--- config.mk ---
export PLATFORM = sky130hd
export DESIGN_NAME = apb_cmd_master
export DESIGN_NICKNAME = d
export VERILOG_FILES = /design/src/rtl/apb_pkg.sv /design/src/rtl/apb_cmd_master.sv
export SDC_FILE = /design/constraint.sdc
export NUM_CORES = 1
export LEC_CHECK = 0
export BUFFER_PORTS_ARGS = -buffer_cell sky130_fd_sc_hd__buf_2
export CORE_ASPECT_RATIO = 0.6
export CORE_UTILIZATION = 47
export DETAILED_ROUTE_END_ITERATION = 6
export PLACE_DENSITY = 0.84
export SYNTH_ARGS = -nofsm -noshare
export SYNTH_HDL_FRONTEND = slang
export SYNTH_SLANG_ARGS = --single-unit
--- constraint.sdc ---
create_clock -name p_clk -period 3.1 [get_ports p_clk]
set_input_delay 0.155 -clock p_clk [delete_from_list [all_inputs] [get_ports p_clk]]
set_output_delay 0.155 -clock p_clk [all_outputs]
set_load 0.01 [all_outputs]
--- src/rtl/apb_pkg.sv ---
// Shared APB definitions: requester FSM states and the register map
// of the clock-counter slave.
package apb_pkg;

  typedef enum logic [1:0] {
    IDLE,
    SETUP,
    ACCESS,
    RESP
  } apb_mst_state_e;

  localparam logic [31:0] CTRL_START = 32'h0;
  localparam logic [31:0] CTRL_STOP  = 32'h4;
  localparam logic [31:0] STATUS     = 32'h8;

endpackage

--- src/rtl/apb_cmd_master.sv ---
// APB requester: one host command at a time through SETUP/ACCESS,
// with a bounded wait-state timeout and a valid/ready response port.
module apb_cmd_master
  import apb_pkg::*;
#(
  parameter int ADDR_W  = 32,
  parameter int DATA_W  = 32,
  parameter int TIMEOUT = 16
) (
  input  logic              p_clk,
  input  logic              prst_n,
  input  logic              cmd_valid,
  output logic              cmd_ready,
  input  logic              cmd_write,
  input  logic [ADDR_W-1:0] cmd_addr,
  input  logic [DATA_W-1:0] cmd_wdata,
  output logic              rsp_valid,
  input  logic              rsp_ready,
  output logic [DATA_W-1:0] rsp_rdata,
  output logic              rsp_err,
  output logic              rsp_tmo,
  output logic [ADDR_W-1:0] p_addr,
  output logic              p_sel,
  output logic              p_en,
  output logic              p_write,
  output logic [DATA_W-1:0] p_wrdata,
  input  logic              p_ready,
  input  logic [DATA_W-1:0] p_rdata,
  input  logic              p_slverr
);

  localparam int TMO_W =
    (TIMEOUT < 1) ? 1 : $clog2(TIMEOUT + 1);
  localparam logic [TMO_W-1:0] TMO_LAST =
    TMO_W'((TIMEOUT < 1) ? 0 : TIMEOUT - 1);

  apb_mst_state_e   state;
  logic [TMO_W-1:0] tmo_cnt;

  assign cmd_ready = (state == IDLE);

  always_ff @(posedge p_clk or negedge prst_n) begin
    if (!prst_n) begin
      state     <= IDLE;
      p_sel     <= 1'b0;
      p_en      <= 1'b0;
      p_write   <= 1'b0;
      p_addr    <= '0;
      p_wrdata  <= '0;
      rsp_valid <= 1'b0;
      rsp_rdata <= '0;
      rsp_err   <= 1'b0;
      rsp_tmo   <= 1'b0;
      tmo_cnt   <= '0;
    end else begin
      unique case (state)
        IDLE: begin
          if (cmd_valid) begin
            if (cmd_addr[1:0] == 2'b00) begin
              p_addr   <= cmd_addr;
              p_write  <= cmd_write;
              p_wrdata <= cmd_wdata;
              p_sel    <= 1'b1;
              state    <= SETUP;
            end else begin
              // Misaligned: answer with an error, no bus cycle.
              rsp_valid <= 1'b1;
              rsp_err   <= 1'b1;
              rsp_tmo   <= 1'b0;
              rsp_rdata <= '0;
              state     <= RESP;
            end
          end
        end
        SETUP: begin
          p_en    <= 1'b1;
          tmo_cnt <= '0;
          state   <= ACCESS;
        end
        ACCESS: begin
          if (p_ready) begin
            rsp_rdata <= p_write ? '0 : p_rdata;
            rsp_err   <= p_slverr;
            rsp_tmo   <= 1'b0;
            rsp_valid <= 1'b1;
            p_sel     <= 1'b0;
            p_en      <= 1'b0;
            state     <= RESP;
          end else if (TIMEOUT != 0 && tmo_cnt == TMO_LAST) begin
            rsp_rdata <= '0;
            rsp_err   <= 1'b1;
            rsp_tmo   <= 1'b1;
            rsp_valid <= 1'b1;
            p_sel     <= 1'b0;
            p_en      <= 1'b0;
            state     <= RESP;
          end else if (tmo_cnt != '1) begin
            tmo_cnt <= tmo_cnt + TMO_W'(1);
          end
        end
        RESP: begin
          if (rsp_ready) begin
            rsp_valid <= 1'b0;
            state     <= IDLE;
          end
        end
        default: state <= IDLE;
      endcase
    end
  end

endmodule

Word level (Yosys, flattened, before mapping)
Index checks and enable logic that the tools add are counted.
{"block": "word_totals", "reg_bits": 109, "latch_bits": 0, "mem_bits_rw": 0, "mem_bits_ro": 0, "input_bits": 103, "word_cells": 71, "n_memories": 0}
{"block": "op_classes", "add_sub_neg": 1, "multipliers": 0, "n_div": 0, "magnitude_cmp": 0, "n_eq_ne": 13, "n_shift": 0, "muxes": 34, "n_bitwise": 0, "n_reduce_logical": 12}
{"cell": "two-way mux 32 bit", "n": 5}
{"cell": "case mux 32 bit (2 select lines)", "n": 1}
{"cell": "two-way mux 5 bit", "n": 3}
{"cell": "two-way mux 1 bit", "n": 13}
{"cell": "inequality test 2 bit, second input constant", "n": 6}
{"cell": "AND reduction 4 bit", "n": 3}
{"cell": "two-way mux 2 bit", "n": 5}
{"cell": "case mux 5 bit (2 select lines)", "n": 1}
{"cell": "case mux 1 bit (2 select lines)", "n": 4}
{"cell": "case mux 2 bit (4 select lines)", "n": 1}
{"cell": "AND reduction 3 bit", "n": 2}
{"cell": "adder 5 x 1 -> 5 bit, second input constant", "n": 1}
{"cell": "equality test 5 x 4 -> 1 bit, second input constant", "n": 1}
{"cell": "inequality test 5 bit, second input constant", "n": 1}
{"cell": "AND reduction 5 bit", "n": 1}
{"cell": "equality test 2 bit, second input constant", "n": 2}
{"cell": "logical NOT 2 bit", "n": 2}
{"cell": "nonzero test 2 bit", "n": 2}
{"cell": "inequality test 3 bit, second input constant", "n": 1}
{"cell": "case mux 1 bit (3 select lines)", "n": 1}
{"cell": "nonzero test 3 bit", "n": 1}
{"cell": "equality test 2 x 1 -> 1 bit, second input constant", "n": 1}
{"cell": "inequality test 2 x 1 -> 1 bit, second input constant", "n": 1}
{"cell": "AND reduction 2 bit", "n": 1}

Longest topological paths before layout
{"block": "logic_depth", "word_depth": 5, "depth_mapped": 8}

Worst setup path before layout
Ideal clock, no wire load.
{"block": "synth_path", "path_type": "reg2reg", "start": "reg tmo_cnt[0]", "end": "reg tmo_cnt[3]", "setup_time_ns": 0.077, "arrival_ns": 2.091, "setup_slack_ns": 0.931, "path_stages_with_launch": 8, "period_less_slack_ns": 2.169, "cell_sequence": "dfrtp_1 > ha_1 > and3_1 > ha_1 > or4b_1 > buf_2 > or3_1 > a21oi_1"}
{"block": "synth_between", "elab_chain_len": 5}
{"item": "start: declaration", "line": "apb_cmd_master.sv:38", "text": "logic [TMO_W-1:0] tmo_cnt;"}
{"item": "start signal: assignment", "line": "apb_cmd_master.sv:98", "text": "tmo_cnt <= tmo_cnt + TMO_W'(1);"}
{"item": "adder 5 x 1 -> 5 bit", "line": "apb_cmd_master.sv:98"}
{"item": "two-way mux 5 bit", "line": "apb_cmd_master.sv:97", "text": "end else if (tmo_cnt != '1) begin"}
{"item": "two-way mux 5 bit", "line": "apb_cmd_master.sv:89", "text": "end else if (TIMEOUT != 0 && tmo_cnt == TMO_LAST) begin"}
{"item": "two-way mux 5 bit", "line": "apb_cmd_master.sv:81", "text": "if (p_ready) begin"}
{"item": "case mux 5 bit (2 select lines)", "line": "apb_cmd_master.sv:56", "text": "unique case (state)"}
Parallel ways exist; a longest one is shown, timed or not. The select of a mux whose other input is x is not followed.
A chain may end at the register's enable or synchronous reset.

Worst setup path in the final report
{"block": "layout_path", "start": "reg tmo_cnt[0]", "end": "reg rsp_rdata[18]"}
{"block": "layout_between", "elab_chain_len": 3}
{"item": "equality test 5 x 4 -> 1 bit", "line": "apb_cmd_master.sv:89"}
{"item": "inequality test 3 bit (no line)"}
{"item": "AND reduction 4 bit (no line)"}
{"item": "end signal: assignment", "line": "apb_cmd_master.sv:82", "text": "rsp_rdata <= p_write ? '0 : p_rdata;"}
{"item": "end: declaration", "line": "apb_cmd_master.sv:19", "text": "output logic [DATA_W-1:0] rsp_rdata,"}
Every way passes these cells.

==> run_results.csv <==
group,metric,value,unit
sta,grt_setup_unrepaired,"no",
sta,timing.final.hold_violations,9,
clocking,root_driver,"clkbuf_16",
detailed_routing,drcViolationCount,0,
logic_synthesis,async_reset_ff_share,100.0,%
place,finalWeightedCongestion,0.8431,
die,die_y,78.60,um
logic_synthesis,post_synth_adder_cell_area,2.450,%
place,port-buffer-count,205,
sta,layout_min_cycle_time,2.508,ns
power_and_ir_drop,power_leakage,3.149,nW
status,failing_checks,"hold timing",
clocking,cts.path.max_buffers,2,
sta,final_setup_vio_count,0,
logic_synthesis,synthesized_netlist_net_count,464,
setup_path,worstSetupPathType,"flip-flop to flip-flop",
detailed_routing,detail_route.wl_per_cell,14.94,um
layout,layout.nets,677,
setup_path,critical_path.top_delay_family,"simple AND/OR/NAND/NOR gates",
detailed_routing,violation_count_after_the_first_detailed_route_iteration,89,
detailed_routing,detail-route-antenna-nets,0,
die,rows,27,
sta,setup_slack,0.5925,ns
setup_path,r2r-start,"tmo_cnt[0]",
setup_path,worstPathArrival,2.72,ns
detailed_routing,firstDrtPassIters,4,
die,die_width,129.7,um
run,drv_cap,0,
global_routing,first_global_vias,3456,
logic_synthesis,synth_edf_count,0,
logic_synthesis,multiplexer_share_of_the_synthesized_area,23.33,%
place,place_ws,0.09886,ns
clocking,cts.htree.levels,3,
status,status,"finished, violations left",
setup_path,critical_path_fanout_max,20,
setup_path,path_cells,"ha_1 -> and3_1 -> ha_1 -> nor3b_1 -> nor4_4 -> buf_4 -> buf_4 -> mux2i_1",
global_routing,globalRouteTotalUtil,20.77,%
layout,stdcell_area,6101,um2
clocking,cts.sinks,109,
power_and_ir_drop,irDropWorstVdd,0.6998,mV
power_and_ir_drop,p_per_area,978.9,nW/um2
sta,setup_tns,0,ns
logic_synthesis,syn_area,4596,um2
logic_synthesis,syn_area_per_cell,13.06,um2
layout,layout-drive-gt1-share,52.98,%
logic_synthesis,area_share_of_and_or_nand_nor_cells_after_synthesis,7.106,%
global_routing,grt-ovfl-total,0,
clocking,cts_buffer_count,9,
layout,antennaDiodeCount,0,
setup_path,start_kind,"flip-flop",
setup_path,required_time_of_the_critical_path,3.31,ns
die,fp.dieArea,10190,um2
sta,clock-skew-final,0.008368,ns
place,placed_cell_area,5736,um2
logic_synthesis,postSynthRegisterBits,109,
detailed_routing,route.vias.total,3375,
global_routing,maximum_number_of_pins_on_one_net_before_global_route_repair,86,
logic_synthesis,yosys.area_share.xor_xnor,0,%
setup_path,timing.critical_path.from,"tmo_cnt[0]",
setup_path,critPathBufInv,2,
logic_synthesis,seq_area_frac_synth,59.35,%
sta,min_period_over_period,80.89,%
global_routing,antenna_violations_before_repair,0,
clocking,post_cts_resize_count,0,
worst_hold_path,worst_hold_path_type,"input port to async pin",
place,detailed_place_hpwl,7799,um
die,num_io_pins,206,
logic_synthesis,synth_compound_gate_area_share,2.450,%
logic_synthesis,synth_cells,352,
die,core_area,9324,um2
sta,highest_clock_frequency_the_design_can_meet,398.8,MHz
clocking,clk-insertion-delay-late,0.34,ns
sta,max_slew_margin,30.41,%
clocking,worst_setup_hold_path_clk_slew,0.07,ns
logic_synthesis,synth_cell_types,31,
detailed_routing,detail_route.vias_per_cell,4.821,
detailed_routing,post_detailed_routing_wire_length,10460,um
global_routing,grt_pass1_wl,16160,um
setup_path,critical_path.endpoint_type,"flip-flop",
setup_path,worst_path_max_delay_cell,"nor3b_1",
sta,tightest_slew,1.044,ns
setup_path,timing.reg2reg.worst_path_depth,8,
logic_synthesis,synth_top_family_by_area,"multiplexers",
setup_path,critical_path_cell_count,8,
sta,timing.hold.ws,-0.006002,ns
clocking,cts_tree,"built",
logic_synthesis,post_synth_top_flop,"dfrtp_1",
setup_path,cpPeakStageDelay,0.61,ns
die,floorplan.initialDensity,49.29,%
logic_synthesis,yosysWarningCount,0,
layout,flow.area_growth_from_synthesis,32.75,%
sta,final-max-slew-violation-count,0,
[state kept, by name (all words and copies together) (netlist names)]
signal     count
p_addr        32
p_wrdata      32
rsp_rdata     32
tmo_cnt        5
state          2
p_en           1
p_sel          1
p_write        1
rsp_err        1
rsp_tmo        1
rsp_valid      1
[cell usage in the layout (no fill, tap or decap), drive strengths merged]
cell type / synthesis / routed
nor2b: 6 / 6
o41ai: 2 / 2
nor3b: 3 / 3
a21oi: 3 / 3
and2b: 1 / 1
buf: 12 / 218
o221ai: 1 / 1
bufinv: 0 / 1
dfrtp: 109 / 109
nor3: 1 / 1
a22o: 1 / 1
mux2i: 34 / 34
inv: 39 / 39
clkinv: 0 / 3
nand2: 33 / 33
and2: 1 / 1
o21ai: 11 / 11
nor2: 2 / 2
ha: 9 / 9
clkbuf: 4 / 12
and3: 1 / 1
o31ai: 1 / 1
nand2b: 2 / 2
nand3: 4 / 4
or2: 1 / 1
mux2: 65 / 65
nor4: 1 / 1
or3: 2 / 2
nand3b: 1 / 1
or4b: 1 / 1
and3b: 1 / 1
[power breakdown]
group	internal (mW)	total [mW]	leakage (nW)	switching, mW
logic	1.23	2.45	1.61	1.22
registers	2.03	2.34	1.38	0.315
clock network	0.676	1.18	0.153	0.507
[final cells by class]
| cell class | instances | area, um2 |
|---|---|---|
| multi-input combinational | 188 | 1625 |
| fill | 735 | 3223 |
| clock inverter | 4 | 56.30 |
| inverter | 39 | 146.4 |
| timing repair buffer | 218 | 1126 |
| tap | 130 | 162.7 |
| clock buffer | 12 | 256.5 |
| sequential | 109 | 2728 |
[cells by family after synthesis]
kind of cell,after synthesis
mux,99
fa+ha+maj,9
buf+inv,55
simple gates,61
flops,109
compound gates,19
[synthesized netlist by cell type, types with 2 or more instances]
cell type  instances  share of area (%)
nand2_1           33                2.7
inv_1             39                3.2
dfrtp_1          109                 59
buf_2              3               0.33
nand2b_1           2               0.27
a21oi_1            3               0.33
clkbuf_1           4               0.33
nand3_1            4               0.44
or3_1              2               0.27
buf_4              9                1.5
nor3b_1            2               0.33
ha_1               9                2.5
nor2b_1            6               0.82
mux2_2            65                 16
o41ai_1            2               0.38
nor2_1             2               0.16
mux2i_1           34                7.4
o21ai_0           11                1.2
[metrics by stage]
stage	power (mW)	std cells	util [%]
floorplan	3.782	352	-
global placement	4.608	677	61.51
detailed placement	4.734	677	61.51
CTS	5.930	693	64.87
global route	6.343	700	65.43
finish	5.972	700	65.43
[metal layers]
| metal | vias up | share of wire [%] | track usage [%] |
|---|---|---|---|
| li1 | 1598 | - | - |
| met1 | 1617 | 42 | 24.71 |
| met2 | 145 | 49 | 35.35 |
| met3 | 15 | 8.0 | 6.953 |
| met4 | 0 | 1.2 | 6.977 |
| met5 | - | 0 | 0 |
[path summary, 6_finish.rpt]
check                                     end  slack, ns
worst min-delay path               p_addr[31]     -0.006
max in group asynchronous           p_addr[2]       2.17
worst min register to register           p_en       0.49
worst max register to register  rsp_rdata[18]       0.59
worst max-delay path            rsp_rdata[18]       0.59
min in group p_clk                 p_addr[18]       0.04
[repair_timing]
action	in CTS	in global routing
setup endpoints to repair	0	20
hold buffers	0	0
buffers inserted	0	7
Power figures use the tool's default switching activity.
